**config.mk**
```make
export PLATFORM = sky130hd
export DESIGN_NAME = reading_history_buf
export DESIGN_NICKNAME = d
export VERILOG_FILES = /design/src/rtl/reading_history_buf.sv
export SDC_FILE = /design/constraint.sdc
export NUM_CORES = 1
export LEC_CHECK = 0
export CELL_PAD_IN_SITES_DETAIL_PLACEMENT = 0
export CELL_PAD_IN_SITES_GLOBAL_PLACEMENT = 1
export CORE_MARGIN = 10
export CORE_UTILIZATION = 50
export CTS_CLUSTER_DIAMETER = 80
export DETAILED_ROUTE_END_ITERATION = 8
export PLACE_DENSITY = 0.8
export SKIP_CTS_REPAIR_TIMING = 1
export SKIP_LAST_GASP = 1
export SYNTH_ARGS = -nofsm -noshare
export SYNTH_HDL_FRONTEND = slang
export SYNTH_SLANG_ARGS = --single-unit
```
**constraint.sdc**
```tcl
create_clock -name clk -period 7.73 [get_ports clk]
set_clock_uncertainty 0.15 [all_clocks]
set_input_delay 1.1595 -clock clk [delete_from_list [all_inputs] [get_ports clk]]
set_output_delay 1.1595 -clock clk [all_outputs]
set_load 0.02 [all_outputs]
```
**src/rtl/reading_history_buf.sv**
```systemverilog
// reading_history_buf
// History store for the ultrasonic height path. It sits between the inches
// converter and the 7-segment / VGA display blocks.
//   * Debounces converted readings. A reading is committed once STABLE_CNT
//     consecutive non-zero samples stay within TOL of the first sample of
//     the run. Each stable episode commits exactly once.
//   * Keeps the last DEPTH commits in a circular buffer.
//   * Serves a button-browsable entry, an age-indexed read port for the VGA
//     renderer, and min/max statistics that are rebuilt by a sequential scan
//     after every commit.
//
// Ports
//   clk, rst      system clock, synchronous active-high reset
//   clear         (only with HIST_CLEAR_EN defined) one-cycle pulse that
//                 empties the history
//   sample_valid  one-cycle strobe qualifying sample
//   sample        converted reading in inches, 0 = no echo (ignored)
//   browse_step   one-cycle pulse that advances browse_idx
//   rd_age        VGA read age, 0 = newest
//   rd_data       entry at rd_age, one cycle of latency, 0 for ages >= count
//   browse_idx    current browse age
//   browse_data   entry at browse_idx, one cycle of latency
//   count         number of valid entries (saturates at DEPTH)
//   save_pulse    one-cycle pulse in the cycle after a commit
//   min_val/max_val  statistics over the valid entries
//   stats_valid   high when min_val/max_val reflect the current contents
//
// Optional feature macro: HIST_CLEAR_EN (adds the clear input and its logic).
module reading_history_buf #(
    parameter int DATA_W     = 8,
    parameter int DEPTH      = 10,
    parameter int STABLE_CNT = 4,
    parameter int TOL        = 1
) (
    input  logic                       clk,
    input  logic                       rst,
`ifdef HIST_CLEAR_EN
    input  logic                       clear,
`endif
    input  logic                       sample_valid,
    input  logic [DATA_W-1:0]          sample,
    input  logic                       browse_step,
    input  logic [$clog2(DEPTH)-1:0]   rd_age,
    output logic [DATA_W-1:0]          rd_data,
    output logic [$clog2(DEPTH)-1:0]   browse_idx,
    output logic [DATA_W-1:0]          browse_data,
    output logic [$clog2(DEPTH+1)-1:0] count,
    output logic                       save_pulse,
    output logic [DATA_W-1:0]          min_val,
    output logic [DATA_W-1:0]          max_val,
    output logic                       stats_valid
);
    localparam int AW = $clog2(DEPTH);
    localparam int CW = $clog2(DEPTH + 1);
    localparam int RW = $clog2(STABLE_CNT + 1);
    localparam logic [DATA_W:0] TOL_EXT = (DATA_W + 1)'(TOL);

    typedef enum logic [1:0] {IDLE, TRACK, LOCKED} state_t;

    state_t              state_reg, state_next;
    logic [DATA_W-1:0]   cand_reg, cand_next;
    logic [RW-1:0]       run_reg, run_next;
    logic                commit;

    logic [DATA_W-1:0]   mem_reg [DEPTH];
    logic [AW-1:0]       wr_ptr_reg;

    logic                scan_active_reg;
    logic [AW-1:0]       scan_age_reg;
    logic [DATA_W-1:0]   acc_min_reg, acc_max_reg;
    logic                publish_reg;

    // Age 0 is the slot just behind the write pointer. Ages up to 2^AW-1
    // are folded back into range; out-of-count ages are masked elsewhere.
    function automatic logic [AW-1:0] age_to_phys(input logic [AW-1:0] wp,
                                                  input logic [AW-1:0] age);
        int p;
        p = int'(wp) + DEPTH - 1 - int'(age);
        if (p < 0)
            p = p + DEPTH;
        else if (p >= DEPTH)
            p = p - DEPTH;
        return AW'(p);
    endfunction

    // ---------------- stability FSM ----------------
    logic              sample_ok;
    logic [DATA_W:0]   diff;
    logic              in_tol;
    logic [RW-1:0]     run_inc;

    assign sample_ok = sample_valid && (sample != '0);
    // Difference taken one bit wider so it never wraps.
    assign diff      = ({1'b0, sample} >= {1'b0, cand_reg}) ?
                       ({1'b0, sample} - {1'b0, cand_reg}) :
                       ({1'b0, cand_reg} - {1'b0, sample});
    assign in_tol    = (diff <= TOL_EXT);
    assign run_inc   = run_reg + RW'(1);

    always_comb begin
        state_next = state_reg;
        cand_next  = cand_reg;
        run_next   = run_reg;
        commit     = 1'b0;
        if (sample_ok) begin
            case (state_reg)
                IDLE: begin
                    cand_next  = sample;
                    run_next   = RW'(1);
                    state_next = TRACK;
                end
                TRACK: begin
                    if (in_tol) begin
                        run_next = run_inc;
                        if (run_inc == RW'(STABLE_CNT)) begin
                            commit     = 1'b1;
                            state_next = LOCKED;
                        end
                    end else begin
                        cand_next = sample;
                        run_next  = RW'(1);
                    end
                end
                LOCKED: begin
                    if (!in_tol) begin
                        cand_next  = sample;
                        run_next   = RW'(1);
                        state_next = TRACK;
                    end
                end
                default: state_next = IDLE;
            endcase
        end
    end

    always_ff @(posedge clk) begin
        if (rst) begin
            state_reg <= IDLE;
            cand_reg  <= '0;
            run_reg   <= '0;
`ifdef HIST_CLEAR_EN
        end else if (clear) begin
            state_reg <= IDLE;
            cand_reg  <= '0;
            run_reg   <= '0;
`endif
        end else begin
            state_reg <= state_next;
            cand_reg  <= cand_next;
            run_reg   <= run_next;
        end
    end

    // ---------------- buffer, read ports, browse ----------------
    logic [AW-1:0] rd_phys, browse_phys;
    logic          rd_hit, browse_hit;

    assign rd_phys     = age_to_phys(wr_ptr_reg, rd_age);
    assign browse_phys = age_to_phys(wr_ptr_reg, browse_idx);
    assign rd_hit      = (CW'(rd_age) < count);
    assign browse_hit  = (CW'(browse_idx) < count);

    always_ff @(posedge clk) begin
        if (rst) begin
            for (int i = 0; i < DEPTH; i++)
                mem_reg[i] <= '0;
            wr_ptr_reg  <= '0;
            count       <= '0;
            browse_idx  <= '0;
            save_pulse  <= 1'b0;
            rd_data     <= '0;
            browse_data <= '0;
        end else begin
            // Read ports run every cycle, whatever else happens.
            rd_data     <= rd_hit ? mem_reg[rd_phys] : '0;
            browse_data <= browse_hit ? mem_reg[browse_phys] : '0;
            save_pulse  <= 1'b0;
`ifdef HIST_CLEAR_EN
            if (clear) begin
                wr_ptr_reg <= '0;
                count      <= '0;
                browse_idx <= '0;
            end else
`endif
            if (commit) begin
                mem_reg[wr_ptr_reg] <= cand_reg;
                wr_ptr_reg <= (wr_ptr_reg == AW'(DEPTH - 1)) ? '0 : wr_ptr_reg + AW'(1);
                if (count != CW'(DEPTH))
                    count <= count + CW'(1);
                save_pulse <= 1'b1;
                browse_idx <= '0;   // a commit overrides a coincident step
            end else if (browse_step) begin
                if (count == '0 || CW'(browse_idx) == count - CW'(1))
                    browse_idx <= '0;
                else
                    browse_idx <= browse_idx + AW'(1);
            end
        end
    end

    // ---------------- min/max scan ----------------
    // One age per cycle from 0 to count-1 into accumulators, then one more
    // cycle to publish. Published values hold until a scan completes.
    logic [DATA_W-1:0] scan_word;
    logic              scan_last;

    assign scan_word = mem_reg[age_to_phys(wr_ptr_reg, scan_age_reg)];
    assign scan_last = (CW'(scan_age_reg) == count - CW'(1));

    always_ff @(posedge clk) begin
        if (rst) begin
            scan_active_reg <= 1'b0;
            scan_age_reg    <= '0;
            acc_min_reg     <= '0;
            acc_max_reg     <= '0;
            publish_reg     <= 1'b0;
            min_val         <= '0;
            max_val         <= '0;
            stats_valid     <= 1'b1;
`ifdef HIST_CLEAR_EN
        end else if (clear) begin
            scan_active_reg <= 1'b0;
            scan_age_reg    <= '0;
            publish_reg     <= 1'b0;
            min_val         <= '0;
            max_val         <= '0;
            stats_valid     <= 1'b1;
`endif
        end else if (commit) begin
            // Restart from scratch; any scan in flight is dropped.
            scan_active_reg <= 1'b1;
            scan_age_reg    <= '0;
            publish_reg     <= 1'b0;
            stats_valid     <= 1'b0;
        end else begin
            publish_reg <= 1'b0;
            if (scan_active_reg) begin
                if (scan_age_reg == '0) begin
                    acc_min_reg <= scan_word;
                    acc_max_reg <= scan_word;
                end else begin
                    if (scan_word < acc_min_reg)
                        acc_min_reg <= scan_word;
                    if (scan_word > acc_max_reg)
                        acc_max_reg <= scan_word;
                end
                scan_age_reg <= scan_age_reg + AW'(1);
                if (scan_last) begin
                    scan_active_reg <= 1'b0;
                    publish_reg     <= 1'b1;
                end
            end
            if (publish_reg) begin
                min_val     <= acc_min_reg;
                max_val     <= acc_max_reg;
                stats_valid <= 1'b1;
            end
        end
    end
endmodule

```
# Word-level counts from Yosys, hierarchy flattened
# Memories as Yosys holds them, arrays and structs flattened. A register that Yosys moved wholly into a read port is not among the register bits.
# Cells that the tools add are included.
totals:
  register_bits: 65
  ramBits: 80
  mem_count: 1
memory_table:
  columns: ["memory", "words", "word_bits", "read_ports", "rd_ports_with_merged_regs", "write_ports", "line", "source"]
  rows:
  - ["mem_reg", 10, 8, 3, 2, 10, "65", "logic [DATA_W-1:0] mem_reg [DEPTH];"]
op_classes:
  addsub: 19
  magnitude_cmp: 12
  eq_ne: 11
  n_mux: 40
  bitwise: 4
  reduce_logical: 24
op_table:
  columns: ["operator", "count"]
  rows:
  - ["2-to-1 mux 8 bit", 6]
  - ["2-to-1 mux 4 bit", 9]
  - ["greater-or-equal comparator 7 x 5 -> 1 bit, second input constant", 3]
  - ["less-than comparator 7 x 1 -> 1 bit, second input constant", 3]
  - ["subtractor 6 x 5 -> 7 bit", 3]
  - ["subtractor 8 x 8 -> 9 bit", 2]
  - ["adder 4 x 1 -> 4 bit, second input constant", 4]
  - ["2-to-1 mux 1 bit", 16]
  - ["case mux 8 bit (2 select lines)", 1]
  - ["adder 4 bit, second input constant", 3]
  - ["AND reduction 3 bit", 4]
  - ["subtractor 4 bit, second input constant", 3]
  - ["less-or-equal comparator 9 x 1 -> 1 bit, second input constant", 1]
  - ["2-to-1 mux 9 bit", 1]
  - ["case mux 3 bit (3 select lines)", 1]
  - ["equality test 4 bit", 2]
  - ["greater-or-equal comparator 8 bit", 1]
  - ["> comparator 8 bit", 1]
  - ["logical NOT 4 bit", 2]
  - ["less-than comparator 4 bit", 2]
  - ["less-than comparator 8 bit", 1]
  - ["!= test 2 bit, second input constant", 4]
  - ["nonzero test 2 bit", 4]
  - ["nonzero test 8 bit", 1]
  - ["22 further kinds", 32]

# Longest topological paths before layout
depth:
  word_depth: 11
  mapped_depth: 28

# Worst setup path before layout
# OpenSTA, ideal clock, no wires.
synth_timing:
  path_kind: "flip-flop to flip-flop"
  startpoint: "register wr_ptr_reg[0]"
  endpoint: "register acc_min_reg[6]"
  setup_ns: 0.071
  t_arrival_ns: 5.259
  required_ns: 7.509
  path_slack_ns: 2.250
  stages_incl_launch_ff: 26
  cell_sequence: "dfxtp_1 -> ha_1 -> xor2_1 -> ha_1 -> xnor2_1 -> inv_1 -> ha_1 -> o21a_1 -> or3_1 -> clkbuf_1 -> nand4_1 -> nand2_2 -> buf_2 -> mux2_1 -> o22ai_1 -> and4b_1 -> ha_1 -> o21ai_0 -> nand2b_1 -> a21oi_1 -> or3_1 -> o22ai_1 -> or3b_1 -> buf_6 -> o21ai_2 -> a21oi_1"
synth_between:
  elab_chain_cells: 10
  word_cells_on_any_way: 15
  classes_between: "add/sub (5); order compare (3); mux (4); reduce/logical (2); memory (1)"
synth_lines:
  columns: ["item", "line", "source"]
  rows:
  - ["from (decl)", "66", "logic [AW-1:0] wr_ptr_reg;"]
  - ["from (signal assigned)", "187", "wr_ptr_reg <= (wr_ptr_reg == AW'(DEPTH - 1)) ? '0 : wr_ptr_reg + AW'(1);"]
  - ["adder 4 x 4 -> 5 bit (*)", "78", "p = int'(wp) + DEPTH - 1 - int'(age);"]
  - ["subtractor 5 x 1 -> 6 bit (*)", "78", null]
  - ["subtractor 6 x 5 -> 7 bit (*)", "78", null]
  - ["greater-or-equal comparator 7 x 5 -> 1 bit or subtractor 4 bit (tied branches)", "81, 82", null]
  - ["2-to-1 mux 4 bit", "81", "else if (p >= DEPTH)"]
  - ["2-to-1 mux 4 bit (*)", "79", "if (p < 0)"]
  - ["memory read (10 x 8 bit) (*)", null, null]
  - ["net scan_word[1]", "204", "logic [DATA_W-1:0] scan_word;"]
  - ["less-than comparator 8 bit (*)", "242", "if (scan_word < acc_min_reg)"]
  - ["nonzero test 2 bit (no source line) (*)", null, null]
  - ["AND reduction 3 bit (no source line) (*)", null, null]
  - ["to (signal assigned)", "239", "acc_min_reg <= scan_word;"]
  - ["to (signal assigned)", "243", "acc_min_reg <= scan_word;"]
  - ["to (decl)", "70", "logic [DATA_W-1:0] acc_min_reg, acc_max_reg;"]
# The timed path passes the listed nets; every way through them passes the cells marked *. The select of a mux whose other input is x is not followed.
# A chain may end at the register's enable or synchronous reset.

# Worst setup path after layout
layout_timing:
  startpoint: "register wr_ptr_reg[0]"
  endpoint: "register acc_max_reg[3]"
layout_between:
  elab_chain_cells: 10
  word_cells_on_any_way: 15
  classes_between: "add/sub (5); order compare (3); mux (4); reduce/logical (2); memory (1)"
layout_lines:
  columns: ["item", "line", "source"]
  rows:
  - ["adder 4 x 4 -> 5 bit (*)", "78", null]
  - ["subtractor 5 x 1 -> 6 bit (*)", "78", null]
  - ["subtractor 6 x 5 -> 7 bit (*)", "78", null]
  - ["greater-or-equal comparator 7 x 5 -> 1 bit or subtractor 4 bit (tied branches)", "81, 82", null]
  - ["2-to-1 mux 4 bit", "81", null]
  - ["2-to-1 mux 4 bit (*)", "79", null]
  - ["memory read (10 x 8 bit) (*)", null, null]
  - ["net scan_word[2]", "204", null]
  - ["> comparator 8 bit (*)", "244", "if (scan_word > acc_max_reg)"]
  - ["nonzero test 2 bit (no source line) (*)", null, null]
  - ["AND reduction 3 bit (no source line) (*)", null, null]
  - ["to (signal assigned)", "240", "acc_max_reg <= scan_word;"]
  - ["to (signal assigned)", "245", "acc_max_reg <= scan_word;"]
  - ["to (decl)", "70", null]
# Marks and branches as above.

==> results.py <==
metrics = {
    "detailed_routing": {
        "route.detailed.vias_per_inst": 6.40,
        "route.final.wire_length_mm": 47.1,
        "detailed_route_drc_error_count": 0,
        "antenna_left": 0,
        "drt_first_pass_iters": 6,
        "via_count": 11800,
        "wire_per_inst_um": 25.5,
        "initialDrtViolationCount": 1315,
    },
    "grt": {
        "grt_antenna_before_repair": 0,
        "number_of_global_route_vias_before_repair": 11500,
        "globalRoute.totalOverflow": 0,
        "wire_length_of_the_first_global_routing_pass_mm": 71.5,
        "grt_max_degree": 87,
        "grt_use_total": 0.256,
    },
    "min_path": {
        "hp-class": "flop to flop",
        "worstHoldEndpoint": "acc_min_reg[6]",
        "min_path_cells": 2,
        "holdCritStartpoint": "acc_min_reg[6]",
    },
    "synthesis": {
        "synth_top_area_share": 0.268,
        "yosysUniqueCellTypes": 91,
        "synth.cell_area_um2": 14400,
        "syn_area_per_cell_um2": 10.2,
        "most_instantiated_flip_flop_cell_in_the_synthesis_netlist": "sky130_fd_sc_hd__edfxtp_1",
        "post-synth-top-area-cell": "sky130_fd_sc_hd__edfxtp_1",
        "ys_warn_count": 0,
        "synthesis.instances": 1404,
        "ys_ff_latch": 209,
        "number_of_enable_type_register_cells_in_the_synthesized_netlist": 128,
        "ys_seq_area_frac": 0.380,
        "syn_nets": 1497,
        "synthArstFlopShare": 0,
        "post_synth_main_area_contributors": "sky130_fd_sc_hd__edfxtp_1, sky130_fd_sc_hd__dfxtp_1, sky130_fd_sc_hd__mux4_2",
    },
    "clocking": {
        "cts_buffer_depth": 3,
        "tritoncts.num_buffers": 26,
        "tritoncts_num_sinks": 209,
        "htree_levels": 1,
        "clk_transition_reported_paths_ns": 0.07,
        "tritoncts": "done",
        "clock_insertion_delay_worst_skew_ns": 0.54,
        "cts.root.buffer_cell": "sky130_fd_sc_hd__clkbuf_16",
    },
    "sta": {
        "totalNegativeSetupSlack_ns": 0,
        "grt_setup_unrepaired": "no",
        "timing.final.setup_violations": 0,
        "timing.fmax_ghz": 0.142,
        "fin_crit_sh": 0.909,
        "final_hold_vio_count": 0,
        "slew-limit-headroom": 0.114,
        "total_count_of_max_transition_violations_in_the_final_report": 0,
        "worst_pin_slew_ns": 1.32,
        "fin_crit_ns": 7.03,
        "fin_worst_hold_slack_ns": 0.337,
    },
    "pwr": {
        "p_leak_nw": 5.91,
        "report.power.total_mw": 2.91,
        "peakVddDrop_mv": 0.158,
        "p_per_area_nw_per_um2": 180,
    },
    "setup_path": {
        "end_kind": "flop",
        "cell_seen_most_often_among_critical_path_stages": "sky130_fd_sc_hd__ha_1",
        "criticalPathCategory": "flop to flop",
        "number_of_cells_traversed_by_the_worst_register_to_register_path": 26,
        "worst-r2r-setup-slack_ns": 0.70,
        "worst-path-max-fanout": 18,
        "critical_path_arrival_ns": 7.26,
        "critical_path.reg2reg.startpoint": "wr_ptr_reg[0]",
        "worst_setup_path_start_kind": "flop",
        "crit_path_top_delay_cell": "sky130_fd_sc_hd__dfxtp_1",
        "worstPathRequired_ns": 7.96,
        "cp_peak_stage_delay_ns": 0.57,
        "regToRegEndpoint": "acc_max_reg[3]",
    },
    "status": {
        "status": "finished, final reports clean",
    },
    "layout": {
        "layout-area-overhead-vs-synth_pct": 12.8,
        "fin_nets": 1543,
        "final_cell_count_no_fill": 1848,
        "largest_reg_flops": 128,
        "drive_above_1_share": 0.145,
        "insertedDiodeCount": 0,
        "final_instance_area_um2": 16200,
        "fillers": 2485,
    },
    "place": {
        "detailedPlacementHpwl_mm": 35.1,
        "gpl.final_weighted_congestion": 0.958,
        "dp_cells": 1800,
        "detailed_place.area_um2": 15300,
        "number_of_input_and_output_port_buffers_inserted": 57,
    },
    "floorplan": {
        "fp.coreArea_um2": 28100,
        "fp.dieW_um": 190,
        "fp-row-count": 61,
        "chipHeight_um": 190,
        "num_io_pins": 58,
        "die_area_um2": 35900,
        "starting_density_of_the_core": 0.511,
    },
    "job": {
        "max_cap_viol_count": 0,
    },
}
-- power by group --
| part | internal, mW | switching, mW |
|---|---|---|
| registers | 1.20 | 0.0386 |
| logic | 0.154 | 0.207 |
| clock network | 0.806 | 0.500 |
| total | 2.16 | 0.746 |
-- per-layer routing --
layer	part of all wire	up-vias	track usage
met1	0.40	5726	0.321
met5	0	-	0
li1	-	5371	-
met2	0.45	597	0.403
met3	0.093	134	0.0608
met4	0.057	0	0.139
-- cell type report --
cell class / count / area [µm²] / share of cell area
Clock buffer: 30 / 687 / 0.0424
Multi-Input combinational cell: 1049 / 8250 / 0.509
Tap cell: 378 / 473 / 0.0292
Inverter: 73 / 274 / 0.0169
Sequential cell: 209 / 5470 / 0.337
Clock inverter: 18 / 235 / 0.0145
Timing Repair Buffer: 91 / 821 / 0.0507
-- cells by family (layout without fill, tap and decap cells) --
family          count (synthesis)  after routing  synth area share
simple gates                  515            515             0.183
compound gates                260            260             0.131
flops                         209            209             0.380
mux                           168            168             0.166
buf+inv                       146            212            0.0488
fa+ha+maj                      77             77            0.0697
xor+xnor                       29             29            0.0213
-- through the flow --
| stage | util | worst slack (ns) |
|---|---|---|
| after detailed placement | 0.544 | 0.844 |
| after global placement | 0.544 | 1.01 |
| after floorplan | - | 2.25 |
| final | 0.577 | 0.702 |
| after global routing | 0.577 | 0.115 |
| after CTS | 0.577 | 0.768 |
-- worst max-delay path, delay by kind of cell, from the launching register on --
| family | cells | cell delay [ns] |
|---|---|---|
| buffers and inverters | 4 | 0.87 |
| adder cells (fa/ha/maj) | 4 | 1.26 |
| flip-flops | 1 | 0.57 |
| AO/OA/AOI/OAI | 8 | 1.00 |
| multiplexers | 2 | 0.59 |
| XOR/XNOR | 2 | 0.67 |
| AND/OR/NAND/NOR | 6 | 1.74 |
-- synth_stat cells (all sizes together), types with 7 or more instances --
master and n:
nor3 23, inv 73, xor2 8, ha 72, edfxtp 128, a2bb2oi 7, and2 20, a21oi 48
mux4 50, or2 9, nor4 24, xnor2 21, mux2i 84, o22ai 21, nor2b 14, o211ai 7
clkbuf 38, o21ai 45, nand3b 10, a31oi 18, o32ai 13, nand3 51, a21o 12, nand2 115
nand4 15, buf 35, mux2 34, and4b 7, nand2b 11, nor2 183, a221o 13, nor3b 15
dfxtp 81, o2bb2ai 12, o2111ai 13, o21bai 10
-- placed cells by master, fill, tap and decap left out, types with 14 or more instances in the layout --
cell,instances
sky130_fd_sc_hd__a21oi_1,46
sky130_fd_sc_hd__a31oi_1,17
sky130_fd_sc_hd__and2_1,20
sky130_fd_sc_hd__buf_4,34
sky130_fd_sc_hd__clkbuf_16,27
sky130_fd_sc_hd__clkdlybuf4s50_1,56
sky130_fd_sc_hd__dfxtp_1,81
sky130_fd_sc_hd__edfxtp_1,128
sky130_fd_sc_hd__ha_1,72
sky130_fd_sc_hd__inv_1,72
sky130_fd_sc_hd__mux2_2,31
sky130_fd_sc_hd__mux2i_1,84
sky130_fd_sc_hd__mux4_2,42
sky130_fd_sc_hd__nand2_1,113
sky130_fd_sc_hd__nand3_1,49
sky130_fd_sc_hd__nand4_1,15
sky130_fd_sc_hd__nor2_1,172
sky130_fd_sc_hd__nor2b_1,14
sky130_fd_sc_hd__nor3_1,16
sky130_fd_sc_hd__nor3b_1,14
sky130_fd_sc_hd__nor4_1,17
sky130_fd_sc_hd__o21ai_0,38
sky130_fd_sc_hd__o22ai_1,21
sky130_fd_sc_hd__xnor2_1,17
-- worst max-delay path by stage --
stage	from	end	slack [ns]	cells past startpoint
floorplan	wr_ptr_reg[0]	acc_min_reg[6]	2.25	25
global placement	wr_ptr_reg[0]	acc_max_reg[4]	1.01	27
detailed placement	wr_ptr_reg[0]	acc_max_reg[2]	0.84	27
CTS	wr_ptr_reg[0]	acc_max_reg[2]	0.77	27
global route	wr_ptr_reg[0]	acc_max_reg[3]	0.12	27
finish	wr_ptr_reg[0]	acc_max_reg[3]	0.70	26
No activity file was read; power rests on OpenSTA's default activity.
